--- src/rtl/bcd_timer_pkg.sv ---
// rtl/bcd_timer_pkg.sv - shared state encodings, digit width and BCD helpers for the BCD timer
package bcd_timer_pkg;

   localparam int DIGIT_W = 4;

   localparam logic [1:0] ST_IDLE   = 2'b00;
   localparam logic [1:0] ST_RUN    = 2'b01;
   localparam logic [1:0] ST_PAUSED = 2'b10;
   localparam logic [1:0] ST_DONE   = 2'b11;

   // A terminal count is usable only when non-zero and every nibble is a decimal digit.
   function automatic logic bcd_target_ok(input logic [4*DIGIT_W-1:0] t);
      logic ok;
      ok = (t != '0);
      for (int i = 0; i < 4; i++) begin
         if (t[i*DIGIT_W +: DIGIT_W] > 4'd9) ok = 1'b0;
      end
      return ok;
   endfunction

   function automatic logic [4*DIGIT_W-1:0] bcd_next(input logic [4*DIGIT_W-1:0] v);
      logic [4*DIGIT_W-1:0] r;
      logic                 c;
      r = v;
      c = 1'b1;
      for (int i = 0; i < 4; i++) begin
         if (c) begin
            if (v[i*DIGIT_W +: DIGIT_W] == 4'd9) begin
               r[i*DIGIT_W +: DIGIT_W] = '0;
            end else begin
               r[i*DIGIT_W +: DIGIT_W] = v[i*DIGIT_W +: DIGIT_W] + 4'd1;
               c = 1'b0;
            end
         end
      end
      return r;
   endfunction

endpackage

--- src/rtl/bcd_timer_ctrl_digit.sv ---
// rtl/bcd_timer_ctrl_digit.sv - one decimal digit of the BCD counter with ripple carry
module bcd_digit
   import bcd_timer_pkg::*;
(
   input  logic               clk,
   input  logic               reset,
   input  logic               clr,
   input  logic               inc,
   output logic [DIGIT_W-1:0] digit,
   output logic               carry
);

   assign carry = inc && (digit == 4'd9);

   always_ff @(posedge clk) begin
      if (reset || clr) begin
         digit <= '0;
      end else if (inc) begin
         digit <= (digit == 4'd9) ? '0 : digit + 4'd1;
      end
   end

endmodule

--- src/rtl/bcd_timer_ctrl.sv ---
// rtl/bcd_timer_ctrl.sv - prescaled 4-digit BCD up-counter with run/pause/done control and lap capture
module bcd_timer_ctrl
   import bcd_timer_pkg::*;
#(
   parameter int PRESC_W = 16
)(
   input  logic               clk,
   input  logic               reset,
   input  logic               start,
   input  logic               stop,
   input  logic               clear,
   input  logic               lap,
   input  logic [PRESC_W-1:0] div,
   input  logic [15:0]        target,
   output logic [15:0]        q,
   output logic [15:0]        lap_q,
   output logic               lap_valid,
   output logic [1:0]         state,
   output logic               running,
   output logic               done
);

   logic [PRESC_W-1:0] presc;
   logic [3:0]         inc;
   logic [3:0]         carry;
   logic               tick;
   logic               match;

   assign running = (state == ST_RUN);
   assign tick    = running && !clear && (presc == div);
   assign match   = tick && bcd_target_ok(target) && (bcd_next(q) == target);

   assign inc[0] = tick;
   for (genvar i = 1; i < 4; i++) begin : g_inc
      assign inc[i] = inc[i-1] && carry[i-1];
   end

   for (genvar i = 0; i < 4; i++) begin : g_digit
      bcd_digit u_digit (
         .clk   (clk),
         .reset (reset),
         .clr   (clear),
         .inc   (inc[i]),
         .digit (q[i*DIGIT_W +: DIGIT_W]),
         .carry (carry[i])
      );
   end

   always_ff @(posedge clk) begin
      if (reset) begin
         state     <= ST_IDLE;
         presc     <= '0;
         lap_q     <= '0;
         lap_valid <= 1'b0;
         done      <= 1'b0;
      end else begin
         done <= match;
         if (clear) begin
            state     <= ST_IDLE;
            presc     <= '0;
            lap_valid <= 1'b0;
         end else begin
            if (running) begin
               presc <= (presc == div) ? '0 : presc + {{(PRESC_W-1){1'b0}}, 1'b1};
            end
            if (lap && state != ST_IDLE) begin
               lap_q     <= q;
               lap_valid <= 1'b1;
            end
            // Reaching the target completes the run even if a stop arrives in the same cycle.
            if (match) begin
               state <= ST_DONE;
            end else if (stop) begin
               if (running) state <= ST_PAUSED;
            end else if (start) begin
               if (state == ST_IDLE) begin
                  state <= ST_RUN;
                  presc <= '0;
               end else if (state == ST_PAUSED) begin
                  state <= ST_RUN;
               end
            end
         end
      end
   end

endmodule
--- config.mk ---
export PLATFORM = sky130hd
export DESIGN_NAME = bcd_timer_ctrl
export DESIGN_NICKNAME = d
export VERILOG_FILES = /design/src/rtl/bcd_timer_pkg.sv /design/src/rtl/bcd_timer_ctrl_digit.sv /design/src/rtl/bcd_timer_ctrl.sv
export SDC_FILE = /design/constraint.sdc
export NUM_CORES = 1
export LEC_CHECK = 0
export BUFFER_PORTS_ARGS = -buffer_cell sky130_fd_sc_hd__buf_2
export CORE_ASPECT_RATIO = 1.25
export CORE_MARGIN = 5
export CORE_UTILIZATION = 40
export DETAILED_ROUTE_END_ITERATION = 7
export PLACE_DENSITY_LB_ADDON = 0.08
export SYNTH_ARGS = -nofsm -noshare
export SYNTH_HDL_FRONTEND = slang
export SYNTH_SLANG_ARGS = --single-unit
export TNS_END_PERCENT = 20
--- constraint.sdc ---
create_clock -name clk -period 5 [get_ports clk]
set_input_delay 0.75 -clock clk [delete_from_list [all_inputs] [get_ports clk]]
set_output_delay 0.75 -clock clk [all_outputs]
set_load 0.05 [all_outputs]
==> key figures, run 1 <==
Clock network
  – CTS resizes: 0
  – H-tree Lvls: 2
  – Setup bufs post-CTS: 0
  – Clk slew on worst S/H paths: 0.10 ns
  – Num CTS Buffers: 5
  – Root buffer cell: clkbuf_8
  – CTS tree: yes
  – CTS max path bufs: 2
  – Cts hold-fix bufs: 0
  – Clock latency on the worst-skew pair: 0.32 ns
  – Clock sinks: 52

Synthesis
  – Syn. warnings: 0
  – Post-Syn Instances: 397
  – Unique masters post-synth: 56
  – Share of the synthesized area in the top cell type: 33.2%
  – Sequential fraction of the synthesis area: 33.2%
  – Post-synth EDFFs: 0
  – Post-synthesis net count: 442
  – #FFs+latches synth: 52
  – Post-synth top area cell: dfxtp_1
  – Synth Flop Type: dfxtp_1
  – Commonest cells post-synth: dfxtp_1 (52), nand2_1 (51), nor2_1 (44)
  – Syn_area_per_cell: 7.89 sq um
  – Post-Syn Area: 0.00313 sq mm
  – Ys async rst share: 0%
  – Most frequent cell after synthesis: dfxtp_1
  – Top cells by area, synth: dfxtp_1 (33%), xnor2_1 (8.9%), nand2_1 (6.1%)

Timing
  – RSZ-0062 raised after global routing: no
  – Peak Freq: 365 MHz
  – Hold_ws: 0.457 ns
  – Tightest Pin Transition: 1.18 ns
  – Crit share post-route: 54.9%
  – Min Clock Period, post-route: 2.74 ns
  – Setup TNS after final layout: 0 ns
  – Setup violations, final: 0
  – Max-slew violation count: 0
  – Clk_skew: 0.0110 ns
  – Final hold vios: 0
  – Relative slew slack: 21.0%

Worst hold path
  – Tightest Hold Check Type: reg -> reg
  – Worst hold start: lap_valid$_SDFFE_PP0P_
  – WHS Endpoint: lap_valid$_SDFFE_PP0P_
  – WHS Path Cells: 2

Power
  – Worst vdd ir: 0.122 mV
  – Pwr Density: 211 mW/mm^2
  – Cell leakage power: 0.00136 uW

Global routing
  – Met3 GRT Util: 4.01%
  – Most Crowded Layer GR: met2
  – Total GRT Usage: 17.7%
  – GR Overflow Total: 0
  – GR met2 Demand/Resource: 31.0%
  – Antenna violations before repair: 0
  – Met1 Usage GRT: 21.6%
  – Vias in the first global route: 2,833
  – Largest net degree at the start of global routing: 22
  – First-pass GRT wire length: 13,600 microns

Worst setup path
  – RR Startpoint: g_digit[0].u_digit.digit[0]$_SDFFE_PP0N_
  – R2r worst-path depth: 7
  – R2R Setup Slk: 2.26 ns
  – Crit path kind: reg -> reg
  – Crit end category: flip-flop
  – Worst reg2reg endpoint: state[0]$_SDFFE_PP0P_
  – Crit path max fanout: 14
  – Crit-path cells: nand4bb_1, nor3_4, mux2i_1, a2111o_1, nor4_2, nand4_1, o21ai_1
  – Crit path required time: 5.26 ns
  – Worst Path Arrival: 3.00 ns
  – Max incr delay on CP: 0.61 ns
  – Slowest CP cell: dfxtp_1
  – Setup crit start kind: flip-flop

Die
  – Die area: 0.00971 sq mm
  – Die Span X: 89.2 microns
  – I/O pin total: 75
  – Starting Density: 40.7%
  – Core area: 0.00770 sq mm
  – Num rows: 36
  – Die Ht: 109 microns

Route
  – Total number of vias: 2,969
  – Vias per cell: 5.35
  – Routed wire per std cell: 15.2 microns
  – First drt pass iteration count: 4
  – WL final: 8410 microns
  – DR iter-0 viols: 140
  – Post-route ant nets: 0
  – DRC viols: 0

Final layout
  – Layout cells sized above 1: 20.2%
  – Filler cell count: 802
  – Antenna fix cells: 0
  – Design Area, Final: 0.00363 sq mm
  – Nets: 504
  – Area growth, synth to finish: 15.9%

Placement
  – Buffers added on ports: 74
  – Dpl cell area: 0.00352 sq mm
  – RePlAce Congestion: 0.855
  – HPWL Detailed: 6440 microns

Flow run
  – Max-cap viol count: 0

Run status
  – Status: finished clean
==> kinds of logic after synthesis <==
family / after synthesis / share of synthesized area [%]
AO/OA/AOI/OAI: 73 / 13.3
XOR/XNOR: 47 / 13.1
adder cells (fa/ha/maj): 7 / 2.80
buffers and inverters: 28 / 4.35
flip-flops: 52 / 33.2
multiplexers: 8 / 2.56
AND/OR/NAND/NOR: 182 / 30.6
==> through the flow <==
stage	utilization (%)	power (uW)	setup WS (ns)	instances
after CTS	47.1	773	2.29	555
after detailed placement	45.7	481	2.13	547
after global placement	45.7	481	2.17	547
after global routing	47.1	800	2.05	555
final	47.1	767	2.26	555
after floorplan	-	454	2.50	397
==> power by group <==
part | internal, uW | leakage (uW) | switching [uW]
combinational | 24.4 | 0.000889 | 32.6
sequential | 414 | 0.000419 | 0.376
clock | 148 | 0.0000541 | 147
==> worst max-delay path by stage <==
stage	startpoint	cells past startpoint	endpoint	slack, ns
after floorplan	g_digit[1].u_digit.digit[0]$_SDFFE_PP0P_	8	state[0]$_SDFFE_PP0P_	2.50
final	g_digit[0].u_digit.digit[0]$_SDFFE_PP0N_	7	state[0]$_SDFFE_PP0P_	2.26
after global routing	g_digit[0].u_digit.digit[0]$_SDFFE_PP0N_	7	state[1]$_SDFFE_PP0P_	2.05
after global placement	div[0]	8	g_digit[1].u_digit.digit[1]$_SDFFE_PP0P_	2.17
after CTS	g_digit[0].u_digit.digit[0]$_SDFFE_PP0N_	7	state[1]$_SDFFE_PP0P_	2.29
after detailed placement	div[0]	8	g_digit[1].u_digit.digit[3]$_SDFFE_PP0P_	2.13
==> placed cells by master, fill, tap and decap left out, drive strengths merged, types with 2 or more instances in the layout <==
| master | count |
|---|---|
| or3 | 8 |
| or2 | 3 |
| mux2i | 8 |
| xnor2 | 32 |
| clkbuf | 5 |
| dfxtp | 52 |
| nor2b | 8 |
| o211ai | 2 |
| a21oi | 37 |
| and3 | 6 |
| and4 | 2 |
| nand3b | 2 |
| nor3b | 3 |
| o22ai | 2 |
| nand2 | 52 |
| nand2b | 2 |
| and2 | 3 |
| nand4 | 7 |
| inv | 9 |
| nor4 | 10 |
| nand3 | 14 |
| xor2 | 15 |
| nor3 | 8 |
| and3b | 3 |
| ha | 7 |
| buf | 74 |
| o21ai | 20 |
| o21a | 2 |
| and2b | 2 |
| nor2 | 44 |
==> state kept, by name (all words and copies together), names as in the netlist <==
register               cells
g_digit.u_digit.digit     16
lap_q                     16
presc                     16
state                      2
done                       1
lap_valid                  1
==> worst max-delay path, delay by kind of cell, from the launching register on <==
family | cells | cell delay [ns]
AOI/OAI and AO/OA | 2 | 0.54
muxes | 1 | 0.13
and+or+nand+nor | 4 | 1.42
DFF | 1 | 0.61
==> cell type report <==
cell class / count / area, sq um / area share (%)
repair buffers: 74 / 370 / 10.2
flip-flops and latches: 52 / 1040 / 28.7
inverters: 9 / 33.8 / 0.930
clock buffers: 5 / 68.8 / 1.90
multi-input cells: 317 / 1960 / 53.9
clock inverters: 3 / 42.5 / 1.17
well taps: 95 / 119 / 3.27
==> routing by layer <==
metal / vias to the layer above / wire length [microns]
li1: 1495 / -
met1: 1374 / 3600
met2: 87 / 4140
met3: 13 / 537
met4: 0 / 135
met5: - / 0
No activity file was read; power rests on OpenSTA's default activity.
==> run 2: changes to the inputs <==
==> constraint.sdc (replaced) <==
create_clock -name clk -period 2.5 [get_ports clk]
set_input_delay 0.375 -clock clk [delete_from_list [all_inputs] [get_ports clk]]
set_output_delay 0.375 -clock clk [all_outputs]
set_load 0.05 [all_outputs]
==> run 2 against run 1 <==
  * First-iteration DRC count shrank 21%
  * Via count grew 1.2%
  * Register-to-register slack lost 2.0 ns
  * Sequential share of layout area shrank 0.86 points
  * Worst hold slack lost 0.069 ns
  * Non-clock buffer count grew 19
  * Critical endpoint unchanged
  * Cell area grew 3.3%
  * Worst setup slack lost 2.0 ns
==> key figures, run 2 (synthesized netlist as in run 1, its figures left out) <==
Run status
  – Status: finished clean

Die
  – I/O pin total: 75 (unchanged)
  – Die Span X: 89.2 microns (unchanged)
  – Die Ht: 109 microns (unchanged)
  – Die area: 0.00971 sq mm (unchanged)
  – Core area: 0.00770 sq mm (unchanged)
  – Num rows: 36 (unchanged)
  – Starting Density: 40.7% (unchanged)

Final layout
  – Layout cells sized above 1: 23.8% (+3.6 points)
  – Most common cell after layout, fill and taps aside: buf_2
  – Top Registers: g_digit.u_digit.digit x16, lap_q x16, presc x16
  – Commonest cells after routing, fill and taps aside: buf_2 (74), nand2_1 (51), dfxtp_1 (50)
  – Design Area, Final: 0.00375 sq mm (+3.3%)
  – Antenna fix cells: 0 (unchanged)
  – Nets: 523 (+3.8%)
  – Area growth, synth to finish: 19.8%
  – Filler cell count: 780 (-2.7%)

Clock network
  – Clk slew on worst S/H paths: 0.10 ns (about the same)
  – Cts hold-fix bufs: 0 (unchanged)
  – H-tree Lvls: 2 (unchanged)
  – Clock latency on the worst-skew pair: 0.31 ns (about the same)
  – CTS tree: yes
  – Num CTS Buffers: 5 (unchanged)
  – Root buffer cell: clkbuf_8
  – Clock sinks: 52 (unchanged)
  – CTS max path bufs: 2 (unchanged)

Timing
  – Hold_ws: 0.388 ns (-0.0687 ns)
  – Crit share post-route: 91.4% (+37 points)
  – Final hold vios: 0 (unchanged)
  – Min Clock Period, post-route: 2.29 ns (-0.458 ns)
  – Setup violations, final: 0 (unchanged)
  – RSZ-0062 raised after global routing: no
  – Setup TNS after final layout: 0 ns (unchanged)
  – Max-slew violation count: 0 (unchanged)
  – Worst Slack Setup Final: 0.215 ns (-2.04 ns)
  – Peak Freq: 438 MHz (+20%)
  – Relative slew slack: 62.2% (+41 points)
  – Clk_skew: 0.00931 ns (-0.00170 ns)
  – Tightest Pin Transition: 0.566 ns (-0.615 ns)

Worst hold path
  – Tightest Hold Check Type: in -> reg
  – Worst hold start: stop

Global routing
  – Largest net degree at the start of global routing: 21 (-4.5%)
  – Antenna violations before repair: 0 (unchanged)
  – Total GRT Usage: 18.7% (+0.97 points)
  – Met3 GRT Util: 4.38% (+0.38 points)
  – Most Crowded Layer GR: met2
  – GR Overflow Total: 0 (unchanged)
  – First-pass GRT wire length: 14,300 microns (+5.1%)
  – Vias in the first global route: 3,077 (+8.6%)
  – GR met2 Demand/Resource: 33.3% (+2.3 points)
  – Met1 Usage GRT: 21.7% (+0.13 points)

Worst setup path
  – Crit path max fanout: 12 (-2)
  – R2R Setup Slk: 0.21 ns (-2.04 ns)
  – Crit end category: flip-flop
  – Worst reg2reg endpoint: state[0]$_SDFFE_PP0P_
  – RR Startpoint: g_digit[0].u_digit.digit[1]$_SDFFE_PP0N_
  – Crit path kind: reg -> reg
  – Setup crit start kind: flip-flop
  – CP Capture Point: state[0]$_SDFFE_PP0P_
  – Worst Path Arrival: 2.54 ns (-0.46 ns)
  – R2r worst-path depth: 8 (+1)
  – Crit path required time: 2.75 ns (-2.51 ns)
  – Critical Path Start: g_digit[0].u_digit.digit[1]$_SDFFE_PP0N_

Flow run
  – Max-cap viol count: 0 (unchanged)

Route
  – Post-route ant nets: 0 (unchanged)
  – DRC viols: 0 (unchanged)
  – First drt pass iteration count: 4 (unchanged)
  – Vias per cell: 5.24 (-2.1%)
  – DR iter-0 viols: 110 (-21%)
  – Total number of vias: 3,005 (+1.2%)
  – Routed wire per std cell: 15.2 microns (about the same)
  – WL final: 8700 microns (+3.4%)

Power
  – Cell leakage power: 0.00146 uW (+7.0%)
  – Worst vdd ir: 0.276 mV (+130%)
  – Pwr Density: 382 mW/mm^2 (+81%)

Placement
  – Buffers added on ports: 74 (unchanged)
  – HPWL Detailed: 6840 microns (+6.2%)
  – Dpl cell area: 0.00366 sq mm (+4.1%)
  – Post-place setup slack: 0.153 ns (-1.98 ns)
  – RePlAce Congestion: 0.893 (+4.4%)
run 2: layout make-up:
type	count	area, sq um	area share, %
clock inverters	3	18.8	0.500
well taps	95	119	3.17
inverters	9	33.8	0.900
clock buffers	5	68.8	1.83
repair buffers	93	513	13.7
flip-flops and latches	52	1040	27.8
multi-input cells	317	1960	52.1
run 2: per-stage QoR:
stage,std cells,power [uW],utilization (%)
3_3_place_gp,566,966,47.6
4_1_cts,574,1450,48.7
5_1_grt,574,1500,48.7
2_1_floorplan,397,908,-
3_5_place_dp,566,967,47.6
6_report,574,1430,48.7
run 2: repair_timing:
item	4_1_cts	5_1_grt
setup buffers	0	0
setup endpoints to repair	0	1
resized for setup	0	1
run 2: worst min path at each step:
stage | to | slack, ns | cells past startpoint
finish | state[1]$_SDFFE_PP0P_ | 0.39 | 3
global route | state[1]$_SDFFE_PP0P_ | 0.38 | 3
CTS | state[1]$_SDFFE_PP0P_ | 0.39 | 3
detailed placement | lap_q[13]$_SDFFE_PP0P_ | 0.44 | 2
global placement | lap_q[11]$_SDFFE_PP0P_ | 0.44 | 2
floorplan | presc[14]$_SDFF_PP0_ | 0.48 | 2
run 2: power by group:
group	switching (uW)	internal (uW)	leakage (uW)
logic	67.5	50.3	0.000989
registers	0.831	828	0.000420
clock network	291	196	0.0000479
run 2: worst max-delay path, stage by stage (launching register included):
cell and delay [ns]:
dfxtp_1 0.41, nand4bb_1 0.33, buf_4 0.24, nor2_1 0.26, a21oi_1 0.12, a2111o_1 0.36, nor4_2 0.23, nand4_1 0.17
o21ai_1 0.11
run 2: per-layer routing:
layer	part of all wire (%)	wire (microns)
met5	0	0
met4	2.0	170
met3	6.4	560
met2	51	4410
met1	41	3560
